--- config.mk ---
export PLATFORM = sky130hd
export DESIGN_NAME = mux_42
export DESIGN_NICKNAME = d
export VERILOG_FILES = /design/src/rtl/mux_42.sv
export SDC_FILE = /design/constraint.sdc
export NUM_CORES = 1
export LEC_CHECK = 0
export BUFFER_PORTS_ARGS = -buffer_cell sky130_fd_sc_hd__buf_2
export CAP_MARGIN = 20
export CORE_MARGIN = 1
export CORE_UTILIZATION = 25
export DETAILED_ROUTE_END_ITERATION = 7
export GPL_TIMING_DRIVEN = 0
export PLACE_DENSITY_LB_ADDON = 0.15
export SLEW_MARGIN = 40
export SYNTH_ARGS = -nofsm -noshare
export SYNTH_HDL_FRONTEND = slang
export SYNTH_SLANG_ARGS = --single-unit
--- constraint.sdc ---
create_clock -name clk -period 1.5 [get_ports clk]
set_clock_uncertainty 0.2 [all_clocks]
set_input_delay 0.15 -clock clk [delete_from_list [all_inputs] [get_ports clk]]
set_output_delay 0.15 -clock clk [all_outputs]
set_load 0.05 [all_outputs]
--- src/rtl/mux_42.sv ---
// mux_42: 4-to-1 word multiplexer with a zero-latency combinational output
// and an enable-gated registered copy of the selected word and its select code.
module mux_42 #(
  parameter int WIDTH = 32
) (
  input  logic             clk,
  input  logic             reset,
  input  logic             en,
  input  logic [1:0]       sel,
  input  logic [WIDTH-1:0] din_0,
  input  logic [WIDTH-1:0] din_1,
  input  logic [WIDTH-1:0] din_2,
  input  logic [WIDTH-1:0] din_3,
  output logic [WIDTH-1:0] dout,
  output logic [3:0]       sel_onehot,
  output logic [WIDTH-1:0] dout_q,
  output logic [1:0]       sel_q
);

  // Word select: every code decoded; an unknown select yields all-X in simulation
  // rather than quietly falling back to din_0.
  always_comb begin
    dout = {WIDTH{1'bx}};
    case (sel)
      2'd0: dout = din_0;
      2'd1: dout = din_1;
      2'd2: dout = din_2;
      2'd3: dout = din_3;
    endcase
  end

  // One-hot decode of the select code.
  always_comb begin
    sel_onehot = 4'bxxxx;
    case (sel)
      2'd0: sel_onehot = 4'b0001;
      2'd1: sel_onehot = 4'b0010;
      2'd2: sel_onehot = 4'b0100;
      2'd3: sel_onehot = 4'b1000;
    endcase
  end

  // Registered copy: async clear while reset is low, capture on enabled edges.
  always_ff @(posedge clk or negedge reset) begin
    if (!reset) begin
      dout_q <= '0;
      sel_q  <= 2'd0;
    end else if (en) begin
      dout_q <= dout;
      sel_q  <= sel;
    end
  end

endmodule

==> results of run 1 <==
-- power by group through the flow --
| stage | registers, mW | logic (mW) | clock network (mW) |
|---|---|---|---|
| final | 1.09 | 1.96 | 0.713 |
| after global routing | 1.10 | 2.06 | 0.787 |
| after CTS | 1.09 | 1.92 | 0.760 |
| after detailed placement | 1.10 | 1.78 | 0 |
| after global placement | 1.10 | 1.77 | 0 |
| after floorplan | 1.51 | 0.849 | 0 |
-- state kept, by name (all words and copies together), names as in the netlist --
signal,count
dout_q,32
sel_q,2
-- how the worst max path moves through the flow --
stage	slack, ns	to	cells after the start
4_1_cts	-0.001	dout[13]	6
5_1_grt	-0.04	dout[16]	5
6_report	-0.006	dout[30]	5
2_1_floorplan	-0.16	dout[10]	3
3_5_place_dp	-0.30	dout[18]	5
3_3_place_gp	-0.30	dout[18]	5
-- cell type report --
type                            instances  share of cell area
Clock inverter                          1            0.001156
Timing Repair Buffer                  208              0.2806
Buffer                                 21             0.04682
Sequential cell                        34              0.1965
Inverter                                1           0.0008671
Tap cell                              133             0.03844
Multi-Input combinational cell        168              0.4156
Clock buffer                            7             0.01994
-- through the flow --
stage	cells	area, um^2
3_3_place_gp	558	3791
4_1_cts	569	4175
3_5_place_dp	558	3791
2_1_floorplan	224	2619
6_report	573	4329
5_1_grt	573	4329
-- what timing repair did --
action                                  4_1_cts  5_1_grt
buffers inserted                              1        2
hold buffers                                  1        1
resized for setup                            65       23
endpoints found under the setup margin       31       30
cloned                                        1        1
hold endpoints to repair                     40        1
pin swaps                                     0        0
-- cell usage in the layout (no fill, tap or decap) --
cell type	instances
mux2_2	1
nand2_2	1
nand2b_1	33
mux2i_1	36
dfrtp_1	34
inv_1	1
nor2b_1	2
o21ai_0	1
clkbuf_4	3
nor2_2	1
mux2i_2	51
buf_2	176
and2_1	1
dlygate4sd3_1	2
mux2i_4	9
o221ai_1	32
buf_8	3
clkbuf_16	1
buf_6	6
clkinv_2	1
buf_16	1
buf_4	29
buf_12	5
clkbuf_1	4
clkbuf_8	6
-- kinds of logic (layout without fill, tap and decap cells) --
kind of cell / Yosys count / count (layout)
mux: 97 / 97
simple gates: 38 / 38
flops: 34 / 34
compound gates: 33 / 33
buf+inv: 22 / 238
-- critical path, delay by kind of cell --
| kind | cells | cell delay, ns |
|---|---|---|
| multiplexers | 2 | 0.43 |
| buffers and inverters | 3 | 0.57 |
-- metal layers --
metal	wire (um)	share of wire
met5	0	0
met4	70	0.0073
met3	729	0.076
met2	4779	0.50
met1	4067	0.42
==> key figures, run 1 <==
Critical path
  – Crit-path most repeated cell: buf_4
  – Worst R2R End: sel_q[0]
  – R2R Setup Slk: 0.56 ns
  – Worst Path Required: 1.15 ns
  – Crit Path Class: in2out
  – Critical-path top delay cell: mux2i_1
  – Reg2reg start: sel_q[0]
  – Startpoint Class: primary input
  – CP max FO: 10
  – Cell Chain, Critical Path: buf_12, buf_4, mux2i_1, mux2i_2, buf_4
  – Crit path DAT: 1.16 ns
  – Worst path max stage delay: 0.32 ns
  – Reg2Reg Depth: 1
  – CP startpoint: sel[0]
  – Worst setup EP type: output port

Logic synthesis
  – Synth Instances: 224
  – Post-synth top area cell: mux2i_1
  – Mux contribution to synthesized area: 0.3908
  – Post-synth EDFFs: 0
  – Post-Synth XOR/XNOR Area: 0
  – Commonest cells post-synth: 96 x mux2i_1, 34 x dfrtp_1, 33 x nand2b_1, 32 x o221ai_1, 10 x buf_2
  – Count leader, synth: mux2i_1
  – Ys async rst share: 1.000
  – Post-synthesis compound-gate area fraction: 0.1147
  – Top cells by area, synth: mux2i_1 39%, dfrtp_1 34%, o221ai_1 11%
  – Post-Synth Simple-Gate Area: 0.09457
  – Synth unique cells: 16
  – Largest family of logic cells by synthesized area: multiplexers
  – Most used DFF post-synth: dfrtp_1
  – Syn avg cell area: 11.10 um^2
  – Register area share after synthesis: 0.3421
  – Synth Register Bits: 34
  – Post-Syn Area: 2487 um^2
  – YS warnings: 0
  – Area share of the leading cell type in the synthesized netlist: 0.3863
  – Post-Synth Adder-Cell Area: 0
  – Syn Nets: 357

CTS
  – CTS clk-pin slew, worst paths: 0.07 ns
  – Worst skew pair latency: 0.28 ns
  – CTS Sinks: 34
  – Num CTS Buffers: 5
  – Clock Root Buffer: clkbuf_8
  – CTS tree: yes
  – Worst-case clock buffer depth: 2
  – H-tree lvl count: 2

Flow run
  – Max cap viols: 0

Timing
  – Period utilisation layout: 1.004
  – Fmax: 664.1 MHz
  – Max-slew violation count: 0
  – Post-layout min period: 1.506 ns
  – Total Neg Setup Slack: -0.005699 ns
  – RSZ-0062 raised after global routing: true
  – Setup ws final: -0.005699 ns
  – Hold Violations, Final: 0
  – Normalized max-slew margin: 0.6547
  – Measured slew at the worst slew-check pin: 0.5179 ns
  – WHS: 0.0004343 ns
  – # setup viols final: 1

Layout
  – Inserted Diodes: 0
  – Multi-input logic area: 1799 um^2
  – Nets: 572
  – Register area: 850.8 um^2
  – Syn-to-layout area delta: 74.04%
  – Fill cells: 980
  – Final core occ: 0.4450
  – Ratio of cells with drive above 1 in the final layout: 0.6682

Detailed routing
  – Post-route DRC: 0
  – Initial DRC count: 87
  – Routed WL per cell: 16.84 um
  – Via density: 4.661
  – Final ANT Viol Nets: 0
  – Routed vias: 2671
  – Total Wirelength: 9647 um
  – DRT Pass-1 Iters: 4

Pwr
  – Total power: 3.763 mW
  – Cell-internal power: 2.093 mW
  – Worst vdd ir: 0.3546 mV
  – Clk pwr share: 0.190
  – Part of the power in registers: 0.289
  – Logic gate share of total power: 0.521
  – LEAKAGE: 2.089 nW
  – PD cells: 869.2 nW/um^2
  – Sw frac: 0.4439
  – Psw: 1.670 mW

Global routing
  – Global-route met3 utilization: 0.04210
  – GR Overflow Total: 0
  – First-pass GRT wire length: 13700 um
  – GR Util met2: 0.3254
  – Largest net degree at the start of global routing: 35
  – GRT Util Overall: 0.1786
  – Met1 Usage GRT: 0.2106
  – Most Crowded Layer GR: met2
  – Vias in the first global route: 2615
  – Initial antenna violation count: 0

Outcome
  – Failing checks: negative setup slack
  – Status: finished, violations left

Worst hold path
  – Min-delay src: din_3[4]
  – Hold Path Depth: 3
  – Hold Crit Endpoint: dout_q[4]
  – Hold Path Class: in2reg

Place
  – DP Wirelength: 7095 um
  – Port bufs: 201
  – GP Congestion: 0.6881
  – Post-Place Setup Slack: -0.3012 ns

Floorplanning
  – Placement Rows: 36
  – Initial Util: 0.2557
  – Die height: 101.7 um
  – Core area: 9729 um^2
  – Die area: 10350 um^2
  – # IOs: 203
  – Die width: 101.7 um
Power figures use the tool's default switching activity.
==> run 2: changes to the inputs <==
CORE_MARGIN = 4   (was 1)
CORE_UTILIZATION = 43   (was 25)
==> run 2 against run 1 <==
Maximum frequency rose by 1.4%. Highest routed layer unchanged. The flow now finishes without violations. Power rose by 1.1%. Largest cell class unchanged. Critical path depth did not move. Combinational power barely moved.
==> key figures, run 2 (synthesized netlist as in run 1, its figures left out) <==
Timing
  – Normalized max-slew margin: 0.6813 (was 0.6547)
  – Max-slew violation count: 0 (unchanged)
  – Hold Violations, Final: 0 (unchanged)
  – Period utilisation layout: 0.9897 (was 1.004)
  – Setup ws final: 0.01543 ns (was -0.005699 ns)
  – # setup viols final: 0 (was 1)
  – Fmax: 673.6 MHz (was 664.1 MHz)
  – WHS: 0.005725 ns (was 0.0004343 ns)
  – RSZ-0062 raised after global routing: true (unchanged)
  – Post-layout min period: 1.485 ns (was 1.506 ns)
  – Total Neg Setup Slack: 0 ns (was -0.005699 ns)
  – Measured slew at the worst slew-check pin: 0.4780 ns (was 0.5179 ns)

Outcome
  – Status: complete, no violations (was finished, violations left)

Layout
  – Fill cells: 426 (was 980)
  – Inserted Diodes: 0 (unchanged)
  – Largest Register: dout_q (unchanged)
  – Most frequent cells in the layout: 175 x buf_2, 54 x mux2i_2, 35 x mux2i_1 (was 176 x buf_2, 51 x mux2i_2, 36 x mux2i_1)
  – Nets: 570 (was 572)
  – Ratio of cells with drive above 1 in the final layout: 0.6712 (was 0.6682)
  – Most common cell after layout, fill and taps aside: buf_2 (unchanged)
  – Top Registers: dout_q x32, sel_q x2 (unchanged)
  – Syn-to-layout area delta: 68.16% (was 74.04%)
  – Flip-flop count of the largest register after layout: 32 (unchanged)
  – Final non-filler cell total: 510 (was 573)

Floorplanning
  – Die area: 7065 um^2 (was 10350 um^2)
  – # IOs: 203 (unchanged)
  – Die height: 84.06 um (was 101.7 um)
  – Core area: 5574 um^2 (was 9729 um^2)
  – Die width: 84.06 um (was 101.7 um)
  – Placement Rows: 27 (was 36)
  – Initial Util: 0.4462 (was 0.2557)

Place
  – GP Congestion: 0.7893 (was 0.6881)
  – DP Wirelength: 7012 um (was 7095 um)
  – Post-Place Setup Slack: -0.2422 ns (was -0.3012 ns)
  – Number of instances in the placed design: 497 (was 558)
  – Port bufs: 201 (unchanged)

CTS
  – CTS Sinks: 34 (unchanged)
  – Worst-case clock buffer depth: 2 (unchanged)
  – CTS tree: yes (unchanged)
  – Num CTS Buffers: 5 (unchanged)
  – Worst skew pair latency: 0.28 ns (about the same)
  – H-tree lvl count: 2 (unchanged)
  – CTS clk-pin slew, worst paths: 0.07 ns (about the same)
  – Clock Root Buffer: clkbuf_8 (unchanged)

Detailed routing
  – Routed vias: 2716 (was 2671)
  – Post-route DRC: 0 (unchanged)
  – Total Wirelength: 9155 um (was 9647 um)
  – Via density: 5.325 (was 4.661)
  – Final ANT Viol Nets: 0 (unchanged)
  – DRT Pass-1 Iters: 4 (unchanged)
  – Routed WL per cell: 17.95 um (was 16.84 um)
  – Initial DRC count: 60 (was 87)

Global routing
  – GR Util met2: 0.4663 (was 0.3254)
  – GRT Util Overall: 0.2541 (was 0.1786)
  – Global-route met3 utilization: 0.06022 (was 0.04210)
  – Initial antenna violation count: 0 (unchanged)
  – Largest net degree at the start of global routing: 35 (unchanged)
  – Most Crowded Layer GR: met2 (unchanged)
  – Vias in the first global route: 2914 (was 2615)
  – GR Overflow Total: 0 (unchanged)
  – First-pass GRT wire length: 14420 um (was 13700 um)
  – Met1 Usage GRT: 0.2931 (was 0.2106)

Pwr
  – PD cells: 909.7 nW/um^2 (was 869.2 nW/um^2)
  – Total power: 3.805 mW (was 3.763 mW)
  – Worst vdd ir: 0.5272 mV (was 0.3546 mV)
  – LEAKAGE: 2.062 nW (was 2.089 nW)

Critical path
  – Crit-path most repeated cell: buf_4 (unchanged)
  – Cell Chain, Critical Path: buf_6, buf_4, mux2i_1, mux2i_2, buf_4 (was buf_12, buf_4, mux2i_1, mux2i_2, buf_4)
  – Worst path max stage delay: 0.34 ns (was 0.32 ns)
  – Worst path buffer plus inverter count: 3 (unchanged)
  – Critical-path top delay cell: mux2i_1 (unchanged)
  – Worst Path Required: 1.15 ns (about the same)
  – Crit path DAT: 1.13 ns (was 1.16 ns)
  – Delay-heaviest family, CP: buffers and inverters (unchanged)
  – Startpoint Class: primary input (unchanged)
  – Crit Path Class: in2out (unchanged)
  – Worst setup EP type: output port (unchanged)
  – CP max FO: 10 (unchanged)

Worst hold path
  – Hold Path Class: in2reg (unchanged)

Flow run
  – Max cap viols: 0 (unchanged)
-- run 2: stage by stage --
step | cell area, um^2 | utilization
finish | 4183 | 0.7504
global route | 4183 | 0.7504
CTS | 4064 | 0.7291
detailed placement | 3715 | 0.6664
global placement | 3715 | 0.6664
floorplan | 2619 | -
-- run 2: where the power goes --
part / internal [mW] / switching (mW) / total [mW]
registers: 1.03 / 0.0627 / 1.09
logic: 0.671 / 1.26 / 1.93
clock network: 0.463 / 0.319 / 0.783
-- run 2: worst register-to-register path, stage by stage, from the launching register on --
cell      delay [ns]
dfrtp_1         0.40
nand2b_1        0.07
o221ai_1        0.12
-- run 2: cell type report --
cell class | count | area, um^2 | area share
Timing Repair Buffer | 206 | 1160 | 0.2773
Sequential cell | 34 | 850.8 | 0.2034
Tap cell | 72 | 90.09 | 0.02154
Inverter | 1 | 3.754 | 0.0008974
Multi-Input combinational cell | 168 | 1785 | 0.4269
Buffer | 21 | 182.7 | 0.04367
Clock buffer | 8 | 110.1 | 0.02632
-- run 2: path summary, 6_finish.rpt --
kind,startpoint,endpoint,slack (ns),cells after the start
setup / recovery,sel[0],dout[16],0.02,5
hold / removal,din_3[27],dout_q[27],0.006,3
setup reg to reg,dout_q[18],dout_q[18],0.56,2
hold reg to reg,dout_q[27],dout_q[27],0.30,2
max in group asynchronous,reset,dout_q[17],0.63,2
min in group asynchronous,reset,dout_q[1],0.15,2
-- run 2: repair_timing --
action,4_1_cts,5_1_grt
setup buffers,2,0
hold endpoints to repair,35,0
cloned,1,0
setup endpoints to repair,29,30
gates resized for setup,54,28
pin swaps,0,0
hold buffers,2,0
-- run 2: per-layer routing --
| metal | share of wire | vias to the layer above |
|---|---|---|
| li1 | - | 1281 |
| met1 | 0.37 | 1284 |
| met2 | 0.53 | 143 |
| met3 | 0.082 | 8 |
| met4 | 0.012 | 0 |
| met5 | 0 | - |
